**src/rtl/sync_join2_32b.sv**
```systemverilog
// Two-branch 32-bit join stage. Each branch token is buffered in its own
// small FIFO; heads are paired in arrival order and emitted as one joined
// token under credit-based downstream flow control. The two copies are
// compared and a saturating mismatch count is kept for fork-integrity checks.
module sync_join2_32b #(
  parameter int unsigned DEPTH   = 2,
  parameter int unsigned CREDITS = 2
) (
  input  logic        clk,
  input  logic        rst,
  input  logic        i_drive0,
  input  logic        i_drive1,
  input  logic [31:0] i_data0,
  input  logic [31:0] i_data1,
  output logic        o_free0,
  output logic        o_free1,
  output logic        o_driveNext,
  output logic [31:0] o_data0,
  output logic [31:0] o_data1,
  output logic        o_match,
  input  logic        i_freeNext,
  output logic        o_overflow,
  output logic        o_credit_err,
  output logic [15:0] o_mismatch_cnt
);

  localparam int unsigned AW       = $clog2(DEPTH);
  localparam logic [AW:0] FullCnt  = (AW+1)'(DEPTH);
  localparam logic [AW:0] OneCnt   = (AW+1)'(1);
  localparam logic [AW-1:0] OnePtr = AW'(1);
  localparam logic [3:0]  CredMax  = 4'(CREDITS);

  logic [31:0]   mem0_q [DEPTH];
  logic [31:0]   mem1_q [DEPTH];
  logic [AW-1:0] wp0_q, wp0_d, rp0_q, rp0_d;
  logic [AW-1:0] wp1_q, wp1_d, rp1_q, rp1_d;
  logic [AW:0]   cnt0_q, cnt0_d, cnt1_q, cnt1_d;
  logic [3:0]    cred_q, cred_d;
  logic          ovf_q, ovf_d;
  logic          cerr_q, cerr_d;
  logic [15:0]   mis_q, mis_d;
  logic          join_ev_q;
  logic [31:0]   data0_q, data0_d, data1_q, data1_d;
  logic          match_q, match_d;

  logic          join_ev, push0, push1;
  logic [31:0]   head0, head1;

  // Join decision, push acceptance and all next-state values.
  always_comb begin
    head0   = mem0_q[rp0_q];
    head1   = mem1_q[rp1_q];
    join_ev = (cnt0_q != '0) && (cnt1_q != '0) && (cred_q != 4'd0);
    // A pop in the same cycle frees a slot, so a push at full is accepted.
    push0   = i_drive0 && ((cnt0_q != FullCnt) || join_ev);
    push1   = i_drive1 && ((cnt1_q != FullCnt) || join_ev);

    wp0_d = push0 ? wp0_q + OnePtr : wp0_q;
    wp1_d = push1 ? wp1_q + OnePtr : wp1_q;
    rp0_d = join_ev ? rp0_q + OnePtr : rp0_q;
    rp1_d = join_ev ? rp1_q + OnePtr : rp1_q;

    cnt0_d = cnt0_q;
    case ({push0, join_ev})
      2'b10:   cnt0_d = cnt0_q + OneCnt;
      2'b01:   cnt0_d = cnt0_q - OneCnt;
      default: cnt0_d = cnt0_q;
    endcase
    cnt1_d = cnt1_q;
    case ({push1, join_ev})
      2'b10:   cnt1_d = cnt1_q + OneCnt;
      2'b01:   cnt1_d = cnt1_q - OneCnt;
      default: cnt1_d = cnt1_q;
    endcase

    ovf_d  = ovf_q | (i_drive0 & ~push0) | (i_drive1 & ~push1);
    cred_d = cred_q;
    cerr_d = cerr_q;
    case ({join_ev, i_freeNext})
      2'b10: cred_d = cred_q - 4'd1;
      2'b01: begin
        if (cred_q == CredMax) cerr_d = 1'b1;
        else                   cred_d = cred_q + 4'd1;
      end
      default: cred_d = cred_q;
    endcase

    data0_d = data0_q;
    data1_d = data1_q;
    match_d = match_q;
    mis_d   = mis_q;
    if (join_ev) begin
      data0_d = head0;
      data1_d = head1;
      match_d = (head0 == head1);
      if ((head0 != head1) && (mis_q != 16'hFFFF)) mis_d = mis_q + 16'd1;
    end
  end

  // Control state, flags and registered outputs.
  always_ff @(posedge clk or negedge rst) begin
    if (!rst) begin
      wp0_q     <= '0;
      wp1_q     <= '0;
      rp0_q     <= '0;
      rp1_q     <= '0;
      cnt0_q    <= '0;
      cnt1_q    <= '0;
      cred_q    <= CredMax;
      ovf_q     <= 1'b0;
      cerr_q    <= 1'b0;
      mis_q     <= '0;
      join_ev_q <= 1'b0;
      data0_q   <= '0;
      data1_q   <= '0;
      match_q   <= 1'b0;
    end else begin
      wp0_q     <= wp0_d;
      wp1_q     <= wp1_d;
      rp0_q     <= rp0_d;
      rp1_q     <= rp1_d;
      cnt0_q    <= cnt0_d;
      cnt1_q    <= cnt1_d;
      cred_q    <= cred_d;
      ovf_q     <= ovf_d;
      cerr_q    <= cerr_d;
      mis_q     <= mis_d;
      join_ev_q <= join_ev;
      data0_q   <= data0_d;
      data1_q   <= data1_d;
      match_q   <= match_d;
    end
  end

  // Branch buffer storage.
  always_ff @(posedge clk or negedge rst) begin
    if (!rst) begin
      for (int i = 0; i < DEPTH; i++) begin
        mem0_q[i] <= '0;
        mem1_q[i] <= '0;
      end
    end else begin
      if (push0) mem0_q[wp0_q] <= i_data0;
      if (push1) mem1_q[wp1_q] <= i_data1;
    end
  end

  assign o_driveNext    = join_ev_q;
  assign o_free0        = join_ev_q;
  assign o_free1        = join_ev_q;
  assign o_data0        = data0_q;
  assign o_data1        = data1_q;
  assign o_match        = match_q;
  assign o_overflow     = ovf_q;
  assign o_credit_err   = cerr_q;
  assign o_mismatch_cnt = mis_q;

endmodule

```
**config.mk**
```make
export PLATFORM = sky130hd
export DESIGN_NAME = sync_join2_32b
export DESIGN_NICKNAME = d
export VERILOG_FILES = /design/src/rtl/sync_join2_32b.sv
export SDC_FILE = /design/constraint.sdc
export NUM_CORES = 1
export LEC_CHECK = 0
export CORE_MARGIN = 10
export CORE_UTILIZATION = 40
export DETAILED_ROUTE_END_ITERATION = 10
export DONT_BUFFER_PORTS = 1
export GPL_ROUTABILITY_DRIVEN = 0
export PLACE_DENSITY = 0.65
export SLEW_MARGIN = 20
export SYNTH_ARGS = -nofsm -noshare
export SYNTH_HDL_FRONTEND = slang
export SYNTH_SLANG_ARGS = --single-unit
export TNS_END_PERCENT = 100
```
**constraint.sdc**
```tcl
create_clock -name clk -period 4.5 [get_ports clk]
set_input_delay 1.35 -clock clk [delete_from_list [all_inputs] [get_ports clk]]
set_output_delay 1.35 -clock clk [all_outputs]
set_load 0.02 [all_outputs]
```
# Yosys cells after proc, flatten, opt, wreduce, memory -nomap -nowiden
# Index checks and enable logic that the tools add are counted.
# totals
ff_bits	224
wordCells	92
inputBits	69
# op_classes
muxes	16
n_reduce_logical	18
n_lt_le_gt_ge	6
eq_ne	13
addsub	11
n_bitwise	10
# ops
operator	count
2-to-1 mux 32 bit	8
bitwise mux 64 bit	2
demux 32 bit (select 1 bit)	2
equality test 32 bit	1
inequality test 32 bit	1
adder 16 x 1 -> 16 bit, second input constant	1
inequality test 16 bit, second input constant	1
nonzero test 2 bit	5
greater-or-equal comparator 2 bit, second input constant	4
inverter 1 -> 2 bit	4
case mux 2 bit (2 select lines)	2
case mux 4 bit (2 select lines)	1
logical AND 1 bit	7
equality test 2 x 1 -> 1 bit, second input constant	3
equality test 2 bit, second input constant	3
inequality test 2 bit, second input constant	3
AND reduction 2 bit	3
adder 1 bit, second input constant	4
adder 2 x 1 -> 2 bit, second input constant	2
adder 4 x 1 -> 4 bit, second input constant	1
equality test 4 x 2 -> 1 bit, second input constant	1
less-than comparator 2 x 1 -> 1 bit, second input constant	2
2-to-1 mux 4 bit	1
nonzero test 4 bit	1
other kinds (6)	11

# Logic depth before layout (Yosys ltp)
# Gate-level depths: netlist (run 1).
# logic_depth
word_depth	9
ltp_mapped	10
depth_no_buf	9

# Worst setup path before layout (run 1)
# Ideal clock, no wire load.
# synth_path
path_type	in2reg
from	input port i_freeNext
to	register cred_q[3]
stages	6
slack_ns	2.036
t_required_ns	4.420
arrival_time_ns	2.384
cell_sequence	nand2_1 ha_1 a21o_1 a21oi_1 mux2i_1 xnor2_1
# synth_between
elab_chain_cells	3
elab_cells_between_ends	6
cone_classes	3 x eq/ne; 1 x mux; 2 x reduce/logical
# synth_rtl
item	line_no	rtl
from (decl)	21	input logic i_freeNext,
equality test 2 x 1 -> 1 bit or equality test 2 bit (tied branches)	79	case ({join_ev, i_freeNext})
inequality test 2 bit (no source line) or nonzero test 2 bit (tied branches)	--	
AND reduction 2 bit (no source line)	--	
to (signal assigned)	109	cred_q <= CredMax;
to (signal assigned)	124	cred_q <= cred_d;
to (decl)	38	logic [3:0] cred_q, cred_d;
# Parallel ways exist; a longest one is shown, timed or not.
# A chain may end at the register's enable or synchronous reset.

# Worst setup path after layout (run 1)
# layout_path
from	register rp1_q
to	register mis_q[1], in the netlist o_mismatch_cnt[1]
# layout_between
elab_chain_cells	7
# layout_rtl
item	line_no	rtl
from (decl)	36	logic [AW-1:0] wp1_q, wp1_d, rp1_q, rp1_d;
from (signal assigned)	121	rp1_q <= rp1_d;
inverter 1 -> 2 bit (implied by the code)	52	head1 = mem1_q[rp1_q];
2-to-1 mux 32 bit (implied by the code) (3 in series)	52	
inequality test 32 bit	96	if ((head0 != head1) && (mis_q != 16'hFFFF)) mis_d = mis_q + 16'd1;
logical AND 1 bit	96	
AND reduction 2 bit (no source line)	--	
to (signal assigned)	127	mis_q <= mis_d;
to (decl)	41	logic [15:0] mis_q, mis_d;
# Every way passes these cells. The select of a mux whose other input is x is not followed.

==> results of run 1 <==
-- critical path: cells and delay by family, from the launching register on --
family	cells	cell delay [ns]
and+or+nand+nor	2	0.76
xor gates and xnor gates	1	0.16
AOI/OAI and AO/OA	1	0.35
muxes	2	0.63
buffers and inverters	1	0.31
DFF	1	0.95
-- sequential cells by signal, indices dropped and copies added (netlist names), 2 cells and up --
register,flops
o_data0,32
o_mismatch_cnt,16
mem1_q,64
o_data1,32
cnt1_q,2
cnt0_q,2
cred_q,4
mem0_q,64
-- power by group --
part           internal [mW]  switching (mW)
registers               3.04            1.23
clock network           1.12           0.785
logic                   1.82            1.83
total                   5.98            3.85
-- area by class of cell --
class | count | area (um^2) | share of cell area, %
clock buffers | 38 | 734 | 6.83
clock inverters | 5 | 32.5 | 0.303
inverters | 3 | 13.8 | 0.128
multi-input cells | 454 | 3900 | 36.3
flip-flops and latches | 224 | 5610 | 52.2
well taps | 324 | 405 | 3.77
repair buffers | 7 | 56.3 | 0.524
-- final timing paths --
kind | from | depth (start not counted) | slack (ns) | to
setup / recovery | rp1_q | 7 | 1.20 | o_mismatch_cnt[1]
hold / removal | cnt0_q[1] | 1 | 0.49 | cnt0_q[1]
setup reg to reg | rp1_q | 7 | 1.20 | o_mismatch_cnt[1]
hold reg to reg | cnt0_q[1] | 1 | 0.49 | cnt0_q[1]
max in group asynchronous | rst | 0 | 3.34 | mem1_q[40]
min in group asynchronous | rst | 0 | 0.54 | o_mismatch_cnt[5]
-- placed cells by master, fill, tap and decap left out, types with 5 or more instances in the layout --
| cell type | netlist | final |
|---|---|---|
| and3_1 | 7 | 7 |
| buf_4 | 6 | 6 |
| clkbuf_1 | 11 | 7 |
| clkbuf_16 | 0 | 25 |
| clkbuf_8 | 0 | 6 |
| dfrtp_1 | 223 | 221 |
| ha_1 | 5 | 5 |
| mux2_2 | 70 | 70 |
| mux2_4 | 58 | 58 |
| mux2i_1 | 65 | 65 |
| nand2_1 | 75 | 75 |
| nand3_1 | 5 | 5 |
| nand4_1 | 15 | 15 |
| o21ai_0 | 65 | 65 |
| xnor2_1 | 55 | 55 |
-- layer usage --
layer	up-vias	GRT usage, %	wire (um)
met4	0	3.37	378
met1	2732	16.8	8940
met3	30	7.83	3010
li1	2500	-	-
met2	135	23.4	11000
met5	-	0	0
-- through the flow --
stage,cells,hold slack (ns)
6_report,1055,0.489
5_1_grt,1055,0.509
4_1_cts,1055,0.490
3_5_place_dp,1012,0.477
3_3_place_gp,1012,0.476
2_1_floorplan,723,0.454
-- logic make-up after synthesis --
logic type	count (synthesis)
DFF	224
muxes	195
and+or+nand+nor	122
AOI/OAI and AO/OA	73
xor gates and xnor gates	58
buffers and inverters	45
adders and majority gates	6
==> impl_metrics.json, run 1 <==
{
  "synthMuxAreaShare_pct": 23.6,
  "area_growth_pct": 8.64,
  "placed_area_um2": 9980,
  "grt_pass1_vias": 5617,
  "max_stage_delay_ns": 0.95,
  "worstSetupStartpointType": "register",
  "synth_edf_count": 0,
  "cts.sinks": 224,
  "synth_area_leaders": "dfrtp_1 56%, mux2_4 8.8%, mux2_2 8.0%",
  "min_period_ns": 3.30,
  "start_util_pct": 40.7,
  "maxCapViolCount": 0,
  "fin_ws_ns": 1.20,
  "slowest_stage": "dfrtp_2",
  "vdd_drop_max_uv": 511,
  "die_x_um": 177,
  "grt_use_total_pct": 14.6,
  "synth_top_family_by_area": "multiplexers",
  "vias": 5397,
  "die-height_um": 177,
  "status": "completed",
  "power.leakage_nw": 4.85,
  "cts.repair.resized": 0,
  "cts_root_buf": "clkbuf_16",
  "clkLatencyLatePin_ns": 0.51,
  "synth_seq_area_share_pct": 56.7,
  "nets": 790,
  "coreArea_um2": 24300,
  "std_cell_rows": 57,
  "clk_pin_slew_ns": 0.06,
  "power_mw": 9.82,
  "end_kind": "register",
  "clock_skew_ns": 0.0127,
  "io_buffer_count": 0,
  "ys_types": 40,
  "overflow": 0,
  "pre_cts_slack_ns": 1.16,
  "post-route-period-util_pct": 73.3,
  "crit_fanout": 28,
  "utilization_pct": 44.2,
  "max_slew.worst_pin.slew_ns": 0.895,
  "synth_common_cells": "223 x dfrtp_1, 75 x nand2_1, 70 x mux2_2",
  "slew_headroom_pct": 40.3,
  "finalSetupViolations": 0,
  "cp_data_required_time_ns": 4.89,
  "cts_tree": "yes",
  "synth_top_area_share_pct": 56.4,
  "drv_slew": 0,
  "async_flop_share_pct": 100,
  "hold_viol_final": 0,
  "worstPathArrival_ns": 3.69,
  "hp-class": "reg -> reg",
  "synthXorXnorAreaFrac_pct": 5.13,
  "synthAdderAreaFrac_pct": 0.835,
  "drive_gt1_share_pct": 25.3,
  "avgSynthCellArea_um2": 13.7,
  "grt_max_degree": 225,
  "wl_per_cell_um": 22.1,
  "dp_hpwl_mm": 16.7,
  "cts_setup_buffers": 0,
  "htreeDepth": 1,
  "crit_chain": "buf_4 -> mux2i_1 -> xnor2_1 -> nand4_1 -> nor4_1 -> a21oi_2 -> mux2_2",
  "drt_iter0_markers": 367,
  "dieArea_um2": 31400,
  "diodes": 0,
  "cts.path.max_buffers": 3,
  "n_fill_cell": 2210,
  "drt_pass1_iterations": 4,
  "final.setup.tns_ns": 0,
  "yosysTopAreaCell": "dfrtp_1",
  "grt_antenna_before_repair": 0,
  "drc": 0,
  "yosys.area_share.simple_pct": 5.85,
  "power_density_nw_per_um2": 914,
  "ios": 155,
  "viasPerCell": 5.12,
  "ys_warn_count": 0,
  "syn_nets": 798,
  "final_design_area_no_fill_um2": 10700,
  "yosysMostFrequentCell": "dfrtp_1",
  "synth_cells": 723,
  "grt_pass1_wl_mm": 35.2,
  "ys.flop_type": "dfrtp_1",
  "synth_compound_area_share_pct": 3.92,
  "fmax_mhz": 303,
  "ys_ff_latch": 224,
  "rsz0062_at_grt": "false",
  "cts_buffers": 25,
  "synth_area_um2": 9890,
  "ctsHoldBuffers": 0,
  "critical_path_class": "reg -> reg",
  "wl_mm": 23.3,
  "ant_nets": 0
}
Note: power is estimated with default switching activity, not from simulation.
==> run 2: changes to the inputs <==
--- a/config.mk
+++ b/config.mk
@@ -10,7 +10,7 @@
 export DETAILED_ROUTE_END_ITERATION = 10
 export DONT_BUFFER_PORTS = 1
 export GPL_ROUTABILITY_DRIVEN = 0
-export PLACE_DENSITY = 0.65
+export PLACE_DENSITY = 0.67
 export SLEW_MARGIN = 20
 export SYNTH_ARGS = -nofsm -noshare
 export SYNTH_HDL_FRONTEND = slang
==> constraint.sdc (replaced) <==
create_clock -name clk -period 2.6 [get_ports clk]
set_input_delay 0.78 -clock clk [delete_from_list [all_inputs] [get_ports clk]]
set_output_delay 0.78 -clock clk [all_outputs]
set_load 0.02 [all_outputs]
==> run 2 against run 1 <==
The run now ends with negative hold slack left. Global-route usage about the same. Sequential share of layout area down 2.4 points. Cell count up 3.0%. Core utilization up 2.2 points. Worst hold slack worse by 0.51 ns. Critical endpoint is now mem0_q[29].
==> impl_metrics.json, run 2 (same netlist as run 1, synthesis figures left out) <==
{
  "hold_ws_ns": -0.0211,
  "end_kind": "register",
  "worstSetupStartpointType": "register",
  "cts_root_buf": "clkbuf_16",
  "min_period_ns": 2.47,
  "htreeDepth": 1,
  "n_fill_cell": 2169,
  "io_buffer_count": 0,
  "cp_num_cells": 9,
  "overflow": 0,
  "hp-class": "in -> async",
  "wl_mm": 23.3,
  "power_density_nw_per_um2": 1610,
  "clkLatencyLatePin_ns": 0.52,
  "p_seq_share_pct": 39.7,
  "ios": 155,
  "std_cell_rows": 57,
  "utilization_pct": 46.3,
  "cts_buffers": 26,
  "start_util_pct": 40.7,
  "max_slew.worst_pin.slew_ns": 0.544,
  "grt_use_total_pct": 14.6,
  "timing.rr.start": "cred_q[1]",
  "swShare_pct": 37.6,
  "hold_viol_final": 37,
  "grt_antenna_before_repair": 0,
  "crit_fanout": 16,
  "clkPwrFrac_pct": 21.5,
  "status": "finished, violations left",
  "layout_common_cells": "221 x dfrtp_1, 75 x nand2_1, 70 x mux2_2",
  "power.leakage_nw": 5.12,
  "wl_per_cell_um": 21.4,
  "final.setup.tns_ns": 0,
  "critical_path_class": "reg -> reg",
  "grt_pass1_wl_mm": 35.5,
  "ant_nets": 0,
  "rsz0062_at_grt": "false",
  "switchingPower_mw": 6.82,
  "maxCapViolCount": 0,
  "dp_hpwl_mm": 16.5,
  "dieArea_um2": 31400,
  "final_common_cell": "dfrtp_1",
  "slowest_stage": "or4_1",
  "fmax_mhz": 404,
  "coreArea_um2": 24300,
  "violations": "negative hold slack",
  "slew_headroom_pct": 63.7,
  "drv_slew": 0,
  "cp_data_required_time_ns": 3.00,
  "post-route-period-util_pct": 95.1,
  "clk_pin_slew_ns": 0.06,
  "crit_chain": "or4_1 -> nand2b_4 -> inv_4 -> nor3b_2 -> nand2b_4 -> inv_1 -> nand2_2 -> clkbuf_16 -> mux2_2",
  "path_buf_inv": 3,
  "power_frac_comb_pct": 38.9,
  "die_x_um": 177,
  "crit_top_cell": "nand2b_4",
  "drc": 0,
  "vias": 5450,
  "cts.sinks": 224,
  "viasPerCell": 5.01,
  "drive_gt1_share_pct": 28.7,
  "area_growth_pct": 13.9,
  "cts.path.max_buffers": 3,
  "drt_iter0_markers": 360,
  "largestRegisters": "mem0_q (64), mem1_q (64)",
  "cts_tree": "yes",
  "reg2reg_slack_ns": 0.13,
  "vdd_drop_max_uv": 898,
  "die-height_um": 177,
  "p_int_mw": 11.3,
  "max_stage_delay_ns": 0.58,
  "worstPathArrival_ns": 2.87,
  "nets": 818,
  "r2r_cells": 9,
  "grt_pass1_vias": 5788,
  "cts_setup_buffers": 0,
  "clock_skew_ns": 0.0145,
  "r2r-end": "mem0_q[29]",
  "drt_pass1_iterations": 4,
  "finalSetupViolations": 0,
  "critPathTopFamily": "simple AND/OR/NAND/NOR gates",
  "diodes": 0,
  "grt_max_degree": 225
}
==> run 2: how the worst max path moves through the flow <==
stage / start / end / slack (ns)
global route: rp0_q / o_mismatch_cnt[1] / 0.006
floorplan: cred_q[0] / cred_q[3] / 0.15
CTS: rp0_q / o_mismatch_cnt[1] / 0.02
detailed placement: rp0_q / o_mismatch_cnt[11] / -0.06
finish: cred_q[1] / mem0_q[29] / 0.13
global placement: rp0_q / o_mismatch_cnt[1] / -0.05
==> run 2: layer usage <==
layer  vias to the layer above  share of wire [%]  GRT usage (%)
li1                       2558                  -              -
met1                      2709                 40           17.8
met2                       158                 46           23.0
met3                        25                 11           6.34
met4                         0                2.0           4.13
met5                         -                  0              0
==> run 2: stage by stage <==
step | hold WS (ns) | power, mW | setup WS (ns) | instance area (um^2) | cells
floorplan | 0.454 | 12.4 | 0.152 | 9890 | 723
global placement | 0.475 | 14.2 | -0.0459 | 10300 | 1038
detailed placement | 0.477 | 14.4 | -0.0550 | 10300 | 1038
CTS | -0.0556 | 18.4 | 0.0241 | 11200 | 1086
global route | -0.0495 | 19.4 | 0.00646 | 11300 | 1087
finish | -0.0211 | 18.2 | 0.126 | 11300 | 1087
==> run 2: timing repair <==
action / in CTS / in global routing
gates cloned: 0 / 1
endpoints found under the setup margin: 10 / 11
endpoints found under the hold margin: 223 / 223
pin swaps: 0 / 0
gates resized for setup: 1 / 2
==> run 2: cell type report <==
| type | instances | area (um^2) | share of cell area [%] |
|---|---|---|---|
| Sequential cell | 224 | 5610 | 49.8 |
| Clock inverter | 12 | 190 | 1.69 |
| Clock buffer | 36 | 739 | 6.56 |
| Multi-Input combinational cell | 454 | 3920 | 34.7 |
| Tap cell | 324 | 405 | 3.60 |
| Timing Repair Buffer | 34 | 398 | 3.53 |
| Inverter | 3 | 13.8 | 0.122 |
==> run 2: power by group through the flow <==
stage	Sequential [mW]	Combinational (mW)	Clock, mW
after detailed placement	7.25	7.11	0
after CTS	7.23	7.13	4.01
final	7.21	7.06	3.90
after floorplan	6.74	5.64	0
after global placement	7.22	6.95	0
after global routing	7.45	7.77	4.14
==> run 3: changes to the inputs <==
--- a/config.mk
+++ b/config.mk
@@ -9,7 +9,6 @@
 export CORE_UTILIZATION = 40
 export DETAILED_ROUTE_END_ITERATION = 10
 export DONT_BUFFER_PORTS = 1
-export GPL_ROUTABILITY_DRIVEN = 0
 export PLACE_DENSITY = 0.67
 export SLEW_MARGIN = 20
 export SYNTH_ARGS = -nofsm -noshare
==> results of run 3 <==
Same layout as run 2: the final DEF is identical, and so are final timing and power.
==> edit, RTL diff (config.mk and constraints of run 3) <==
`data1_q` no longer has a reset.
--- a/src/rtl/sync_join2_32b.sv
+++ b/src/rtl/sync_join2_32b.sv
@@ -112,7 +112,6 @@
       mis_q     <= '0;
       join_ev_q <= 1'b0;
       data0_q   <= '0;
-      data1_q   <= '0;
       match_q   <= 1'b0;
     end else begin
       wp0_q     <= wp0_d;
@@ -127,9 +126,12 @@
       mis_q     <= mis_d;
       join_ev_q <= join_ev;
       data0_q   <= data0_d;
-      data1_q   <= data1_d;
       match_q   <= match_d;
     end
+  end
+
+  always_ff @(posedge clk) begin
+    data1_q <= data1_d;
   end
 
   // Branch buffer storage.
Behaviour: differs if rst is asserted again (counterexample within 4 cycles, from zero or initial values and one cycle with rst low); with rst held inactive, the same outputs for 4 cycles.
==> edit against run 3 <==
The run still ends with hold timing left; power barely moved; sequential cell count did not move; worst setup slack got worse by 0.043 ns; wire length rose by 3.5%; synthesized area fell by 0.58%; utilization fell by 0.065 points; worst hold slack got worse by 0.0080 ns; fmax fell by 1.7%; design area fell by 0.43%; via count rose by 0.17%; non-clock buffer count rose by 8; sequential share of layout area rose by 1.6 points; highest routed layer unchanged.
==> edit: results (changes against run 3) <==
status finished, violations left (unchanged); failing checks hold timing (unchanged); Mapped Avg Cell Area 14.8 sq um (was 13.7 sq um); initial antenna violation count 1 (was 0); Vias/cell 5.24 (was 5.01); Seq area share 51.4% (was 49.8%); slew at the pin closest to its max-slew limit 0.634 ns (was 0.544 ns); multi-input logic portion of the cell area 34.0% (was 34.7%); met3 wire length 1950 um (was 2650 um); Reg2Reg Depth 10 (was 9); R2R setup slack 0.08 ns (was 0.13 ns); nets 773 (was 818); worst endpoint data arrival time 2.89 ns (was 2.87 ns); VDD IR-drop max 0.553 mV (was 0.898 mV); Adder-Cell Fraction of Synth Area 0.839% (was 0.835%); Worst Setup SP rp0_q (was cred_q[1]); first-pass GRT wire length 36800 um (was 35500 um); Post-synth EDFFs 32 (was 0); hold_ws -0.0291 ns (was -0.0211 ns); Post-synth top cells dfrtp_1, mux2_2, mux2_4 (was dfrtp_1, nand2_1, mux2_2); placed standard-cell area 10300 sq um (about the same); FF-to-FF End o_mismatch_cnt[8] (was mem0_q[29]); GR Layer Usage met2 24.1% (was 23.0%); multi-input gate count 403 (was 454); GP Congestion 0.826 (was 0.783); Int Power 11.4 mW (was 11.3 mW); non-clk buf share 3.76% (was 3.53%); dpl hpwl 17100 um (was 16500 um); register area share after synthesis 58.6% (was 56.7%); met1 Track Usage GR 18.9% (was 17.8%); TritonRoute pass-1 iters 5 (was 4); number of clock buffers in the layout 38 (was 36); RR Startpoint rp0_q (was cred_q[1]); slowest stage delay, CP 0.50 ns (was 0.58 ns); mux share of post-synthesis cell area 24.2% (was 23.6%); worst skew pair latency 0.52 ns (about the same); clk cell area share 7.01% (was 8.25%); CP max stage cell mux2i_1 (was or4_1); endpoints failing hold 22 (was 37); count of different cell masters after synthesis 41 (was 40); n_diodes 2 (was 0); Iter 0 DRT Violations 353 (was 360); fin cells 1042 (was 1087); Inst Count DP 993 (was 1038); Crit path max-delay family simple AND/OR/NAND/NOR gates (unchanged); Comb power frac 40.4% (was 38.9%); combinational power 7.34 mW (was 7.06 mW); Signal buffers 42 (was 34); Mapped Nets 739 (was 798); M1 WL 9910 um (was 9370 um); xor/xnor cell area share of the yosys netlist 5.08% (was 5.13%); share of power burned in registers 41.2% (was 39.7%); vias in the first global route 5747 (was 5788); Worst Skew 0.0161 ns (was 0.0145 ns); Fill cells 2123 (was 2169); met2 routed WL 11600 um (was 10800 um); Leak 4.93 nW (was 5.12 nW); largest cells by area after synthesis dfrtp_1, mux2_2, edfxtp_1, mux2_4, xnor2_1 (was dfrtp_1, mux2_4, mux2_2, mux2i_1, xnor2_1)
edit: cell types whose count changed after synthesis, sizes merged, moves of 6 or more:
| cell | run 3 | this run |
|---|---|---|
| xnor2 | 55 | 42 |
| mux2 | 130 | 163 |
| nand4 | 15 | 6 |
| and3 | 7 | 1 |
| o21ai | 65 | 33 |
| mux2i | 65 | 33 |
| xor2 | 3 | 15 |
| nor4 | 2 | 12 |
| edfxtp | 0 | 32 |
| dfrtp | 223 | 191 |
| nand2 | 77 | 49 |
| nor3 | 1 | 9 |
edit: timing repair:
action | in CTS | in global routing
pin swaps | 1 | 5
gates resized for setup | 10 | 17
gates cloned | 2 | 0
endpoints found under the hold margin | 191 | 191
endpoints found under the setup margin | 15 | 16
setup buffers | 2 | 0
edit: metrics by stage:
stage               worst slack, ns  TNS [ns]  hold WS, ns
global route               0.000942         0      -0.0509
CTS                          0.0260         0      -0.0551
finish                       0.0829         0      -0.0291
floorplan                     0.165         0        0.454
global placement             -0.182     -1.81        0.471
detailed placement           -0.195     -2.22        0.483
